## src/rtl/render_pkg.sv

```systemverilog
// render_pkg
// Shared definitions for the renderer family: the walker state enum and the
// default coordinate / dimension widths used by rect_renderer and its peers.
package render_pkg;

  // Default x coordinate width (1024-wide framebuffer)
  localparam int X_W_DEF   = 10;
  // Default y coordinate width (512 rows)
  localparam int Y_W_DEF   = 9;
  // Default width/height field width
  localparam int DIM_W_DEF = 8;

  typedef enum logic [1:0] {
    IDLE = 2'd0,
    DRAW = 2'd1,
    DONE = 2'd2
  } render_state_t;

endpackage

```

## src/rtl/rect_renderer_if.sv

```systemverilog
// rect_renderer_if
// Pixel output stream of the rectangle renderer (valid/ready).
//   out_x     : pixel x coordinate
//   out_y     : pixel y coordinate
//   out_valid : out_x/out_y hold a pixel
//   out_ready : consumer accepts the pixel when high together with out_valid
// Modports: master (renderer side), slave (framebuffer arbiter side).
interface rect_renderer_if
  import render_pkg::*;
#(
  parameter int X_W = X_W_DEF,
  parameter int Y_W = Y_W_DEF
);

  logic [X_W-1:0] out_x;
  logic [Y_W-1:0] out_y;
  logic           out_valid;
  logic           out_ready;

  modport master (output out_x, output out_y, output out_valid, input out_ready);
  modport slave  (input out_x, input out_y, input out_valid, output out_ready);

endinterface

```

## src/rtl/span_counter.sv

```systemverilog
// span_counter
// DIM_W-wide offset counter used for both the column and the row walk.
//   clock, resetn : clock and asynchronous active-low reset
//   load          : offset <= load_val (takes priority over advance)
//   advance       : offset <= offset + 1
//   load_val      : value to load
//   end_val       : offset value that marks the end of the span
//   offset        : current offset
//   at_end        : offset == end_val
module span_counter #(
  parameter int DIM_W = 8
) (
  input  logic             clock,
  input  logic             resetn,
  input  logic             load,
  input  logic             advance,
  input  logic [DIM_W-1:0] load_val,
  input  logic [DIM_W-1:0] end_val,
  output logic [DIM_W-1:0] offset,
  output logic             at_end
);

  always_ff @(posedge clock or negedge resetn) begin
    if (!resetn) begin
      offset <= '0;
    end else if (load) begin
      offset <= load_val;
    end else if (advance) begin
      offset <= offset + DIM_W'(1);
    end
  end

  assign at_end = (offset == end_val);

endmodule

```

## src/rtl/rect_renderer.sv

```systemverilog
// rect_renderer
// Rectangle rasteriser: latches origin/width/height on start and emits one
// pixel coordinate per accepted transfer in raster order.
//   clock, resetn  : clock and asynchronous active-low reset
//   start          : request, sampled only in IDLE
//   origin_x/y     : top-left corner
//   width/height   : rectangle size, a zero in either means empty
//   outline        : border-only select (only with RECT_OUTLINE_EN defined)
//   pix            : pixel stream (rect_renderer_if.master)
//   busy           : high in DRAW and DONE
//   done           : one-cycle pulse when the rectangle completes
// Build option: RECT_OUTLINE_EN adds the outline port and border-only mode;
// without it every rectangle is filled.
module rect_renderer
  import render_pkg::*;
#(
  parameter int X_W   = X_W_DEF,
  parameter int Y_W   = Y_W_DEF,
  parameter int DIM_W = DIM_W_DEF
) (
  input  logic               clock,
  input  logic               resetn,
  input  logic               start,
  input  logic [X_W-1:0]     origin_x,
  input  logic [Y_W-1:0]     origin_y,
  input  logic [DIM_W-1:0]   width,
  input  logic [DIM_W-1:0]   height,
`ifdef RECT_OUTLINE_EN
  input  logic               outline,
`endif
  rect_renderer_if.master    pix,
  output logic               busy,
  output logic               done
);

  render_state_t state_q, state_d;

  logic [X_W-1:0]   ox_q;
  logic [Y_W-1:0]   oy_q;
  logic [DIM_W-1:0] w_q, h_q;
  logic             outline_q;
  logic             latch;

  logic             col_load, col_adv, col_end;
  logic             row_load, row_adv, row_end;
  logic [DIM_W-1:0] col_val, col_off, row_off;
  logic [DIM_W-1:0] w_last, h_last;
  logic             fire;
  logic             skip_interior;

  assign w_last = w_q - DIM_W'(1);
  assign h_last = h_q - DIM_W'(1);

  span_counter #(.DIM_W(DIM_W)) u_col (
    .clock    (clock),
    .resetn   (resetn),
    .load     (col_load),
    .advance  (col_adv),
    .load_val (col_val),
    .end_val  (w_last),
    .offset   (col_off),
    .at_end   (col_end)
  );

  span_counter #(.DIM_W(DIM_W)) u_row (
    .clock    (clock),
    .resetn   (resetn),
    .load     (row_load),
    .advance  (row_adv),
    .load_val ('0),
    .end_val  (h_last),
    .offset   (row_off),
    .at_end   (row_end)
  );

  always_ff @(posedge clock or negedge resetn) begin
    if (!resetn) begin
      state_q <= IDLE;
    end else begin
      state_q <= state_d;
    end
  end

  // Request parameters are captured once so later input changes cannot
  // disturb a rectangle in flight.
  always_ff @(posedge clock or negedge resetn) begin
    if (!resetn) begin
      ox_q <= '0;
      oy_q <= '0;
      w_q  <= '0;
      h_q  <= '0;
    end else if (latch) begin
      ox_q <= origin_x;
      oy_q <= origin_y;
      w_q  <= width;
      h_q  <= height;
    end
  end

`ifdef RECT_OUTLINE_EN
  always_ff @(posedge clock or negedge resetn) begin
    if (!resetn) begin
      outline_q <= 1'b0;
    end else if (latch) begin
      outline_q <= outline;
    end
  end
`else
  assign outline_q = 1'b0;
`endif

  assign fire = (state_q == DRAW) && pix.out_ready;

  // On an interior row of an outline, column 0 jumps straight to the last
  // column. Width 1/2 never reach this (column 0 is already the end, or the
  // jump equals a plain +1), so degenerate shapes emit no duplicates.
  assign skip_interior = outline_q && (col_off == '0) && (row_off != '0) && !row_end;

  always_comb begin
    state_d  = state_q;
    latch    = 1'b0;
    col_load = 1'b0;
    col_adv  = 1'b0;
    col_val  = '0;
    row_load = 1'b0;
    row_adv  = 1'b0;
    case (state_q)
      IDLE: begin
        if (start) begin
          latch    = 1'b1;
          col_load = 1'b1;
          row_load = 1'b1;
          state_d  = ((width != '0) && (height != '0)) ? DRAW : DONE;
        end
      end
      DRAW: begin
        if (fire) begin
          if (col_end && row_end) begin
            state_d = DONE;
          end else if (col_end) begin
            col_load = 1'b1;
            row_adv  = 1'b1;
          end else if (skip_interior) begin
            col_load = 1'b1;
            col_val  = w_last;
          end else begin
            col_adv = 1'b1;
          end
        end
      end
      DONE: begin
        state_d = IDLE;
      end
      default: begin
        state_d = IDLE;
      end
    endcase
  end

  // Coordinates wrap modulo 2^X_W / 2^Y_W; there is no clipping.
  assign pix.out_x     = ox_q + X_W'(col_off);
  assign pix.out_y     = oy_q + Y_W'(row_off);
  assign pix.out_valid = (state_q == DRAW);
  assign busy          = (state_q != IDLE);
  assign done          = (state_q == DONE);

endmodule

```

## src/flat_wrapper.sv

```systemverilog
// flat-port wrapper written by rule: the top's interface ports become plain ports
module rect_renderer_flat import render_pkg::*;
#(
  parameter int X_W   = X_W_DEF,
  parameter int Y_W   = Y_W_DEF,
  parameter int DIM_W = DIM_W_DEF
)
  (clock, resetn, start, origin_x, origin_y, width, height, busy, done, pix_out_x, pix_out_y, pix_out_valid, pix_out_ready);
  rect_renderer_if #(.X_W(X_W), .Y_W(Y_W)) pix_i ();
  input  logic clock;
  input  logic resetn;
  input  logic start;
  input  logic [X_W-1:0] origin_x;
  input  logic [Y_W-1:0] origin_y;
  input  logic [DIM_W-1:0] width;
  input  logic [DIM_W-1:0] height;
  output logic busy;
  output logic done;
  output wire logic [$bits(pix_i.out_x)-1:0] pix_out_x;
  output wire logic [$bits(pix_i.out_y)-1:0] pix_out_y;
  output wire logic [$bits(pix_i.out_valid)-1:0] pix_out_valid;
  input wire logic [$bits(pix_i.out_ready)-1:0] pix_out_ready;
  assign pix_out_x = pix_i.out_x;
  assign pix_out_y = pix_i.out_y;
  assign pix_out_valid = pix_i.out_valid;
  assign pix_i.out_ready = pix_out_ready;
  rect_renderer #(.X_W(X_W), .Y_W(Y_W), .DIM_W(DIM_W)) u_core (.clock(clock), .resetn(resetn), .start(start), .origin_x(origin_x), .origin_y(origin_y), .width(width), .height(height), .pix(pix_i), .busy(busy), .done(done));
endmodule
```

## config.mk

```make
export PLATFORM = sky130hd
export DESIGN_NAME = rect_renderer_flat
export DESIGN_NICKNAME = d
export VERILOG_FILES = /design/src/rtl/render_pkg.sv /design/src/rtl/rect_renderer_if.sv /design/src/rtl/span_counter.sv /design/src/rtl/rect_renderer.sv /design/src/flat_wrapper.sv
export SDC_FILE = /design/constraint.sdc
export NUM_CORES = 1
export LEC_CHECK = 0
export BUFFER_PORTS_ARGS = -buffer_cell sky130_fd_sc_hd__buf_2
export CAP_MARGIN = 20
export CORE_UTILIZATION = 40
export CTS_CLUSTER_SIZE = 40
export DETAILED_ROUTE_END_ITERATION = 10
export PLACE_DENSITY = 0.65
export SLEW_MARGIN = 20
export SYNTH_ARGS = -nofsm -noshare
export SYNTH_HDL_FRONTEND = slang
export SYNTH_SLANG_ARGS = --single-unit
```

## constraint.sdc

```tcl
create_clock -name clock -period 6.9 [get_ports clock]
set_input_delay 0.69 -clock clock [delete_from_list [all_inputs] [get_ports clock]]
set_output_delay 0.69 -clock clock [all_outputs]
set_load 0.01 [all_outputs]
```

==> Yosys cells after proc, flatten, opt, wreduce, memory -nomap -nowiden <==
Cells that the tools add are included.
{ "totals": {"word_cells": 50, "inputBits": 39, "register_bits": 53, "output_inout_bits": 22} }
{ "classes": {"addsub": 6, "n_eq_ne": 7, "n_reduce_logical": 10, "mux": 20} }
{ "ops": {"columns": ["operator", "n"], "rows": [
  ["$mux 8", 4],
  ["$add 8x1->8 const B", 2],
  ["$eq 8x8->1", 2],
  ["$reduce_bool 8->1", 2],
  ["$sub 8x1->8 const B", 2],
  ["$add 10x8->10", 1],
  ["$mux 1", 10],
  ["$add 9x8->9", 1],
  ["$mux 2", 4],
  ["$reduce_bool 2->1", 3],
  ["$ne 2x1->1 const B", 2],
  ["$pmux 2 s2", 1],
  ["$logic_and 1x1->1", 3],
  ["$reduce_and 3->1", 1],
  ["$eq 2x1->1 const B", 1],
  ["$eq 2x2->1 const B", 1],
  ["$logic_not 2->1", 1],
  ["$ne 2x2->1 const B", 1],
  ["$pmux 1 s2", 1]
]} }

==> Logic depth before layout (Yosys ltp) <==
Gate-level depths: netlist of run 1.
{ "depth": {"depth_word": 8, "mapped_depth": 10, "mapped_depth_nobuf": 10} }

==> Cells and area by module <==
A second synthesis of run 1 with hierarchy kept.
{ "hier_totals": {"cells_unflattened": 352, "hier_area_um2": 3512.1} }
{ "by_module_without_submodules": {"columns": ["module", "instances", "area_per_inst_um2", "seq_area_each_um2", "cells_each"], "rows": [
  ["rect_renderer", 1, 2403.6, 925.9, 230],
  ["span_counter", 2, 554.3, 200.2, 61]
]} }

==> Worst setup path after synthesis of run 1 <==
OpenSTA, ideal clock, no wires.
{ "synth_path": {"path_kind": "register to output", "startpoint": "reg u_core.u_row.offset[0]", "endpoint": "out pix_out_y[8]", "path_slack_ns": 4.251, "n_path_buf": 0, "arrival_ns": 1.959, "t_required_ns": 6.210, "path_stages_with_launch": 11, "path_cell_list": "dfrtp_1 ha_1 inv_1 fa_1 inv_1 a21oi_1 o21bai_1 a21o_1 a21oi_1 o21ai_0 xor2_1"} }
{ "synth_between": {"elab_chain_cells": 1} }
{ "synth_lines": {"columns": ["element", "line", "source"], "rows": [
  ["start: declaration", "span_counter.sv:19", "output logic [DIM_W-1:0] offset,"],
  ["start signal: assignment", "span_counter.sv:27", "offset <= load_val;"],
  ["start signal: assignment", "span_counter.sv:29", "offset <= offset + DIM_W'(1);"],
  ["$add 9x8->9", "rect_renderer.sv:162", "assign pix.out_y = oy_q + Y_W'(row_off);"],
  ["end: declaration", "flat_wrapper.sv:20", "output wire logic [$bits(pix_i.out_y)-1:0] pix_out_y;"]
]} }
Every way passes these cells.

==> Final worst setup path of run 1 <==
Same ends and word-level chain as after synthesis.

==> results of run 1 <==
power by group:
group / leakage, µW / switching [µW] / internal, µW
combinational: 0.00120 / 436 / 373
clock: 0.0000439 / 103 / 70.3
sequential: 0.000670 / 133 / 429
cells in the mapped netlist, types with 2 or more instances:
master      n  area (µm²)
nand2_1   112         420
dfrtp_1    53        1330
xnor2_1    31         272
o21ai_0    21         105
a21oi_1    20         100
ha_1       20         250
inv_1      18        67.6
nor2_1     15        56.3
nand3_1    13        65.1
xor2_1      9        78.8
clkbuf_1    7        26.3
nor2b_1     7        43.8
nor3_1      6        30.0
a21o_1      5        37.5
nand2b_1    5        31.3
nand4_1     5        31.3
or3_1       5        31.3
or4_1       5        37.5
nor4_1      4        25.0
a31oi_1     3        18.8
o211ai_1    3        22.5
a211oi_1    2        15.0
and2_1      2        12.5
buf_1       2        7.51
fa_1        2        40.0
mux2i_1     2        20.0
o21bai_1    2        15.0
o31ai_1     2        15.0
sequential cells by signal, indices dropped and copies added, names as in the netlist:
name	cells
u_core.state_q	2
u_core.u_row.offset	8
u_core.oy_q	9
u_core.h_q	8
u_core.u_col.offset	8
u_core.ox_q	10
u_core.w_q	8
worst paths after layout:
path	start	endpoint	slack, ns
max	u_core.u_row.offset[0]	pix_out_y[8]	3.66
min	resetn	u_core.ox_q[4]	0.48
max reg2reg	u_core.w_q[0]	u_core.u_row.offset[7]	4.30
min reg2reg	u_core.oy_q[3]	u_core.oy_q[3]	0.49
max in group asynchronous	resetn	u_core.u_col.offset[6]	5.96
min in group clock	u_core.oy_q[3]	u_core.oy_q[3]	0.49
logic make-up after synthesis:
family	count (synthesis)	share of synthesized area (%)
and+or+nand+nor	190	26.5
adders and majority gates	22	8.63
DFF	53	39.4
AOI/OAI and AO/OA	61	10.9
buffers and inverters	29	3.50
xor gates and xnor gates	40	10.4
muxes	2	0.595
routing by layer:
metal	track usage (%)	vias up	wire (µm)
li1	-	1453	-
met1	21.4	1331	3170
met2	32.9	65	3750
met3	2.75	8	254
met4	3.97	0	100
met5	0	-	0
final cells by class:
type	count	area, µm²
clock inverters	3	17.5
repair buffers	62	315
fillers	829	4320
well taps	105	131
flip-flops and latches	53	1330
clock buffers	5	68.8
inverters	18	67.6
multi-input cells	315	1930
worst max-delay path, delay by kind of cell (launching register included):
kind	cells	cell delay (ns)
xor gates and xnor gates	1	0.17
adders and majority gates	2	0.59
buffers and inverters	3	0.28
DFF	1	0.46
AOI/OAI and AO/OA	5	0.74
per-stage QoR:
| step | hold slack [ns] | setup WS [ns] | cell area, µm² | instances | utilization (%) |
|---|---|---|---|---|---|
| 6_report | 0.480 | 3.66 | 3850 | 561 | 47.1 |
| 5_1_grt | 0.505 | 3.44 | 3850 | 561 | 47.1 |
| 4_1_cts | 0.491 | 3.64 | 3850 | 561 | 47.1 |
| 3_5_place_dp | 0.468 | 3.96 | 3770 | 553 | 46.1 |
| 3_3_place_gp | 0.465 | 4.04 | 3770 | 553 | 46.1 |
| 2_1_floorplan | 0.394 | 4.25 | 3360 | 397 | - |
==> run summary, run 1 <==
WORST SETUP PATH
---------------------------------------------------------------------------------
Slowest Stage Delay on Critical Path ...............................      0.46 ns
Critical Path Start Type ...........................................    flip-flop
Worst-path cell chain .............................................. ha_1 > inv_1 > fa_1 > inv_1 > a21oi_1 > o21bai_1 > a21o_1 > a21oi_1 > o21ai_0 > xor2_1 > buf_2
Critical Path Slowest Stage Cell ...................................      dfrtp_1
Class of the most critical setup path ..............................   reg -> out
Arrival time of data at the critical path endpoint .................      2.55 ns
Required @ worst endpoint ..........................................      6.21 ns
Element type at the critical path end ..............................  output port
Critical path peak fanout ..........................................            6
Depth of the worst register-to-register path .......................            8

CTS
---------------------------------------------------------------------------------
Number of hold buffers added after CTS .............................            0
CTS tree ...........................................................          yes
H-Tree Level Count .................................................            2
Root Buffer ........................................................     clkbuf_8
Number of post-CTS setup repair buffers ............................            0
Number of buffers on the longest clock path ........................            2
Post-CTS resize count ..............................................            0
Cts bufs inserted ..................................................            5
Sink count of the clock tree .......................................           53
Reg clk slew, reported paths .......................................      0.10 ns
Insertion delay to the later sink of the worst-skew pair ...........      0.31 ns

DRT
---------------------------------------------------------------------------------
DRC marker count from the first detailed-route iteration ...........           84
Number of remaining DRC errors .....................................            0
Post-route antenna net violation count .............................            0
Vias per Instance ..................................................         5.09
Total wire length ..................................................      7280 µm
Initial DRT Pass Iterations ........................................            5
Per-cell routed wire length ........................................      13.0 µm
Via count ..........................................................         2857

FLOORPLAN
---------------------------------------------------------------------------------
Die Footprint ......................................................     8780 µm²
Floorplan die width ................................................      93.7 µm
Core Area ..........................................................     8180 µm²
Number of top-level pins ...........................................           61
Die Span Y .........................................................      93.7 µm
Starting density of the core .......................................        41.1%
Number of placement rows ...........................................           33

FINAL LAYOUT
---------------------------------------------------------------------------------
Commonest non-fill, non-tap cell in the layout .....................      nand2_1
Relative area change from synthesis to final layout ................        14.6%
Share of cells above drive strength 1 ..............................        17.3%
Layout net count ...................................................          516
Commonest cells after routing, fill and taps aside ................. nand2_1 (112), buf_2 (60), dfrtp_1 (53)
Antenna cell count .................................................            0

YOSYS
---------------------------------------------------------------------------------
Mean Syn Cell Area .................................................     8.47 µm²
Synthesized cell area ..............................................     3360 µm²
Yosys reg bits .....................................................           53
Count of cell types in the netlist .................................           44
Predominant post-synthesis flop cell ...............................      dfrtp_1
Post-Syn Instances .................................................          397
YS warnings ........................................................            0
Fraction of synthesis flops using an asynchronous set or reset pin .         100%
Register area share after synthesis ................................        39.4%
Post-synthesis net count ...........................................          458
Post-synth EDFFs ...................................................            0

TIMING
---------------------------------------------------------------------------------
Fmax ...............................................................      308 MHz
Final total negative setup slack ...................................         0 ns
Final min period ...................................................      3.24 ns
Share of the clock period used by the worst path after layout ......        47.0%
Setup Viol. Count Final ............................................            0
Total count of hold-check failures in the final report .............            0
Clock Skews ........................................................   0.00566 ns
Number of max-slew violations in the final report ..................            0
Tightest Pin Transition ............................................      1.02 ns
Worst slew slack as a fraction of its limit ........................        31.8%
Setup repair after global routing missed its margin ................           no

PLACED DESIGN
---------------------------------------------------------------------------------
PortBufs ...........................................................           60
Hpwl dp ............................................................      5460 µm
Placer's final routability congestion estimate .....................        0.864

GRT
---------------------------------------------------------------------------------
Antenna violations before repair ...................................            0
Maximum number of pins on one net before global-route repair .......           54
First-pass GRT wire length .........................................     12500 µm
All-layer global routing usage .....................................        17.7%
Via count of the first global-routing pass .........................         2752
Grt total ovfl .....................................................            0

PWR
---------------------------------------------------------------------------------
Cell area power density ............................................   401 nW/µm²
Leakage ............................................................   0.00192 µW
IR Drop Worst-Case VDD .............................................     0.139 mV
Overall power consumption ..........................................      1540 µW

HOLD PATH
---------------------------------------------------------------------------------
Hold WC Path Type ..................................................  in -> async

RUN
---------------------------------------------------------------------------------
Total of max-cap violations ........................................            0

RUN STATUS
---------------------------------------------------------------------------------
Result of the run .................................................. finished clean

No activity file was read; power rests on OpenSTA's default activity.
==> inputs of run 2 (changes only) <==
==> constraint.sdc (replaced) <==
create_clock -name clock -period 3.4 [get_ports clock]
set_input_delay 0.34 -clock clock [delete_from_list [all_inputs] [get_ports clock]]
set_output_delay 0.34 -clock clock [all_outputs]
set_load 0.01 [all_outputs]
==> run 2 against run 1 <==
  * The flow now finishes with violations (hold timing)
  * Count of clock-buffer cells in the layout stayed put
  * Routed wire length is 1.8% higher
  * Critical path depth stayed put
  * Critical endpoint unchanged
==> run summary, run 2 (synthesis gave the netlist of run 1 again) <==
RUN STATUS
----------------------------------------------------------------------------
Result of the run ............................................. finished, violations left
Failing checks ................................................  hold timing

WORST SETUP PATH
----------------------------------------------------------------------------
Required @ worst endpoint .....................................      3.06 ns
Element type at the critical path end .........................  output port
Arrival time of data at the critical path endpoint ............      2.56 ns
Slack of the worst reg-to-reg path ............................      0.87 ns
Depth of the worst register-to-register path ..................            8
Critical Path Slowest Stage Cell ..............................      dfrtp_1
Slowest Stage Delay on Critical Path ..........................      0.45 ns
Critical Path Start Type ......................................    flip-flop
Critical path peak fanout .....................................            6
Class of the most critical setup path .........................   reg -> out
Worst-path cell chain ......................................... ha_1 > inv_1 > fa_1 > inv_1 > a21oi_1 > o21bai_1 > a21o_1 > a21oi_1 > o21ai_0 > xor2_1 > buf_2

FINAL LAYOUT
----------------------------------------------------------------------------
Biggest registers after layout ................................ u_core.ox_q: 10 flops, u_core.oy_q: 9 flops
Share of cells above drive strength 1 .........................        17.3%
Non-Filler Cell Area, Final ...................................     3900 µm²
Top register by number of flip-flops ..........................  u_core.ox_q
Max FFs per register ..........................................           10
Commonest non-fill, non-tap cell in the layout ................      nand2_1
Antenna cell count ............................................            0
Layout net count ..............................................          516
Commonest cells after routing, fill and taps aside ............ nand2_1 (112), buf_2 (60), dfrtp_1 (53)
Relative area change from synthesis to final layout ...........        16.0%
Final core occ ................................................        47.7%

DRT
----------------------------------------------------------------------------
Total wire length .............................................      7410 µm
Initial DRT Pass Iterations ...................................            4
Number of remaining DRC errors ................................            0
Via count .....................................................         2906
Vias per Instance .............................................         5.18
Post-route antenna net violation count ........................            0
DRC marker count from the first detailed-route iteration ......           80
Per-cell routed wire length ...................................      13.2 µm

FLOORPLAN
----------------------------------------------------------------------------
Starting density of the core ..................................        41.1%
Number of placement rows ......................................           33
Core Area .....................................................     8180 µm²
Number of top-level pins ......................................           61
Die Footprint .................................................     8780 µm²
Die Span Y ....................................................      93.7 µm
Floorplan die width ...........................................      93.7 µm

CTS
----------------------------------------------------------------------------
Post-CTS resize count .........................................            0
Insertion delay to the later sink of the worst-skew pair ......      0.30 ns
Cts bufs inserted .............................................            5
Number of hold buffers added after CTS ........................            0
H-Tree Level Count ............................................            2
Number of buffers on the longest clock path ...................            2
Reg clk slew, reported paths ..................................      0.09 ns
Number of post-CTS setup repair buffers .......................            0
Root Buffer ...................................................     clkbuf_8
Sink count of the clock tree ..................................           53
CTS tree ......................................................          yes

GRT
----------------------------------------------------------------------------
Antenna violations before repair ..............................            0
All-layer global routing usage ................................        17.5%
First-pass GRT wire length ....................................     12200 µm
Via count of the first global-routing pass ....................         2757
Grt total ovfl ................................................            0
Maximum number of pins on one net before global-route repair ..           48

HOLD PATH
----------------------------------------------------------------------------
Hold WC Path Type .............................................  in -> async

TIMING
----------------------------------------------------------------------------
Clock Skews ...................................................   0.00393 ns
Setup slack after layout ......................................     0.497 ns
Final min period ..............................................      2.90 ns
Setup Viol. Count Final .......................................            0
Tightest Pin Transition .......................................      1.03 ns
Total count of hold-check failures in the final report ........            3
Tightest hold margin ..........................................  -0.00324 ns
Share of the clock period used by the worst path after layout .        85.4%
Worst slew slack as a fraction of its limit ...................        31.2%
Setup repair after global routing missed its margin ...........           no
Final total negative setup slack ..............................         0 ns
Number of max-slew violations in the final report .............            0
Fmax ..........................................................      344 MHz

PWR
----------------------------------------------------------------------------
Overall power consumption .....................................      3280 µW
IR Drop Worst-Case VDD ........................................     0.383 mV
Leakage .......................................................   0.00194 µW
Cell area power density .......................................   840 nW/µm²

PLACED DESIGN
----------------------------------------------------------------------------
Hpwl dp .......................................................      5620 µm
PortBufs ......................................................           60
Placer's final routability congestion estimate ................        0.922
Total placed instance area ....................................     3770 µm²
Worst slack at placement ......................................     0.831 ns

RUN
----------------------------------------------------------------------------
Total of max-cap violations ...................................            0

-- run 2: critical path, delay by kind of cell (launching register included) --
family | cells | cell delay [ns]
fa+ha+maj | 2 | 0.63
flops | 1 | 0.45
buf+inv | 3 | 0.29
compound gates | 5 | 0.71
xor+xnor | 1 | 0.18
-- run 2: cell type report --
type | count | area [µm²]
Clock inverter | 3 | 65.1
Sequential cell | 53 | 1330
Fill cell | 836 | 4280
Clock buffer | 5 | 68.8
Timing Repair Buffer | 62 | 315
Multi-Input combinational cell | 315 | 1930
Inverter | 18 | 67.6
Tap cell | 105 | 131
-- run 2: path summary, 6_finish.rpt --
| path | from | to |
|---|---|---|
| setup / recovery | u_core.u_row.offset[0] | pix_out_y[8] |
| max in group asynchronous | resetn | u_core.u_row.offset[3] |
| setup reg to reg | u_core.w_q[0] | u_core.u_row.offset[7] |
| min in group clock | origin_x[8] | u_core.ox_q[8] |
| hold / removal | resetn | u_core.ox_q[4] |
| hold reg to reg | u_core.oy_q[7] | u_core.oy_q[7] |
-- run 2: routing by layer --
metal / global-route usage, % / wire length (µm)
met5: 0 / 0
met3: 2.91 / 256
met2: 33.1 / 3930
met4: 3.59 / 52
met1: 20.7 / 3170
-- run 2: power by group --
part	leakage (µW)	switching (µW)	internal [µW]
logic	0.00120	883	755
registers	0.000670	270	870
clock network	0.0000681	206	292
total	0.00194	1360	1920
-- run 2: per-stage QoR --
step	hold WS, ns	cells
floorplan	0.0444	397
global placement	0.358	553
detailed placement	0.342	553
CTS	0.00665	561
global route	0.0308	561
finish	-0.00324	561
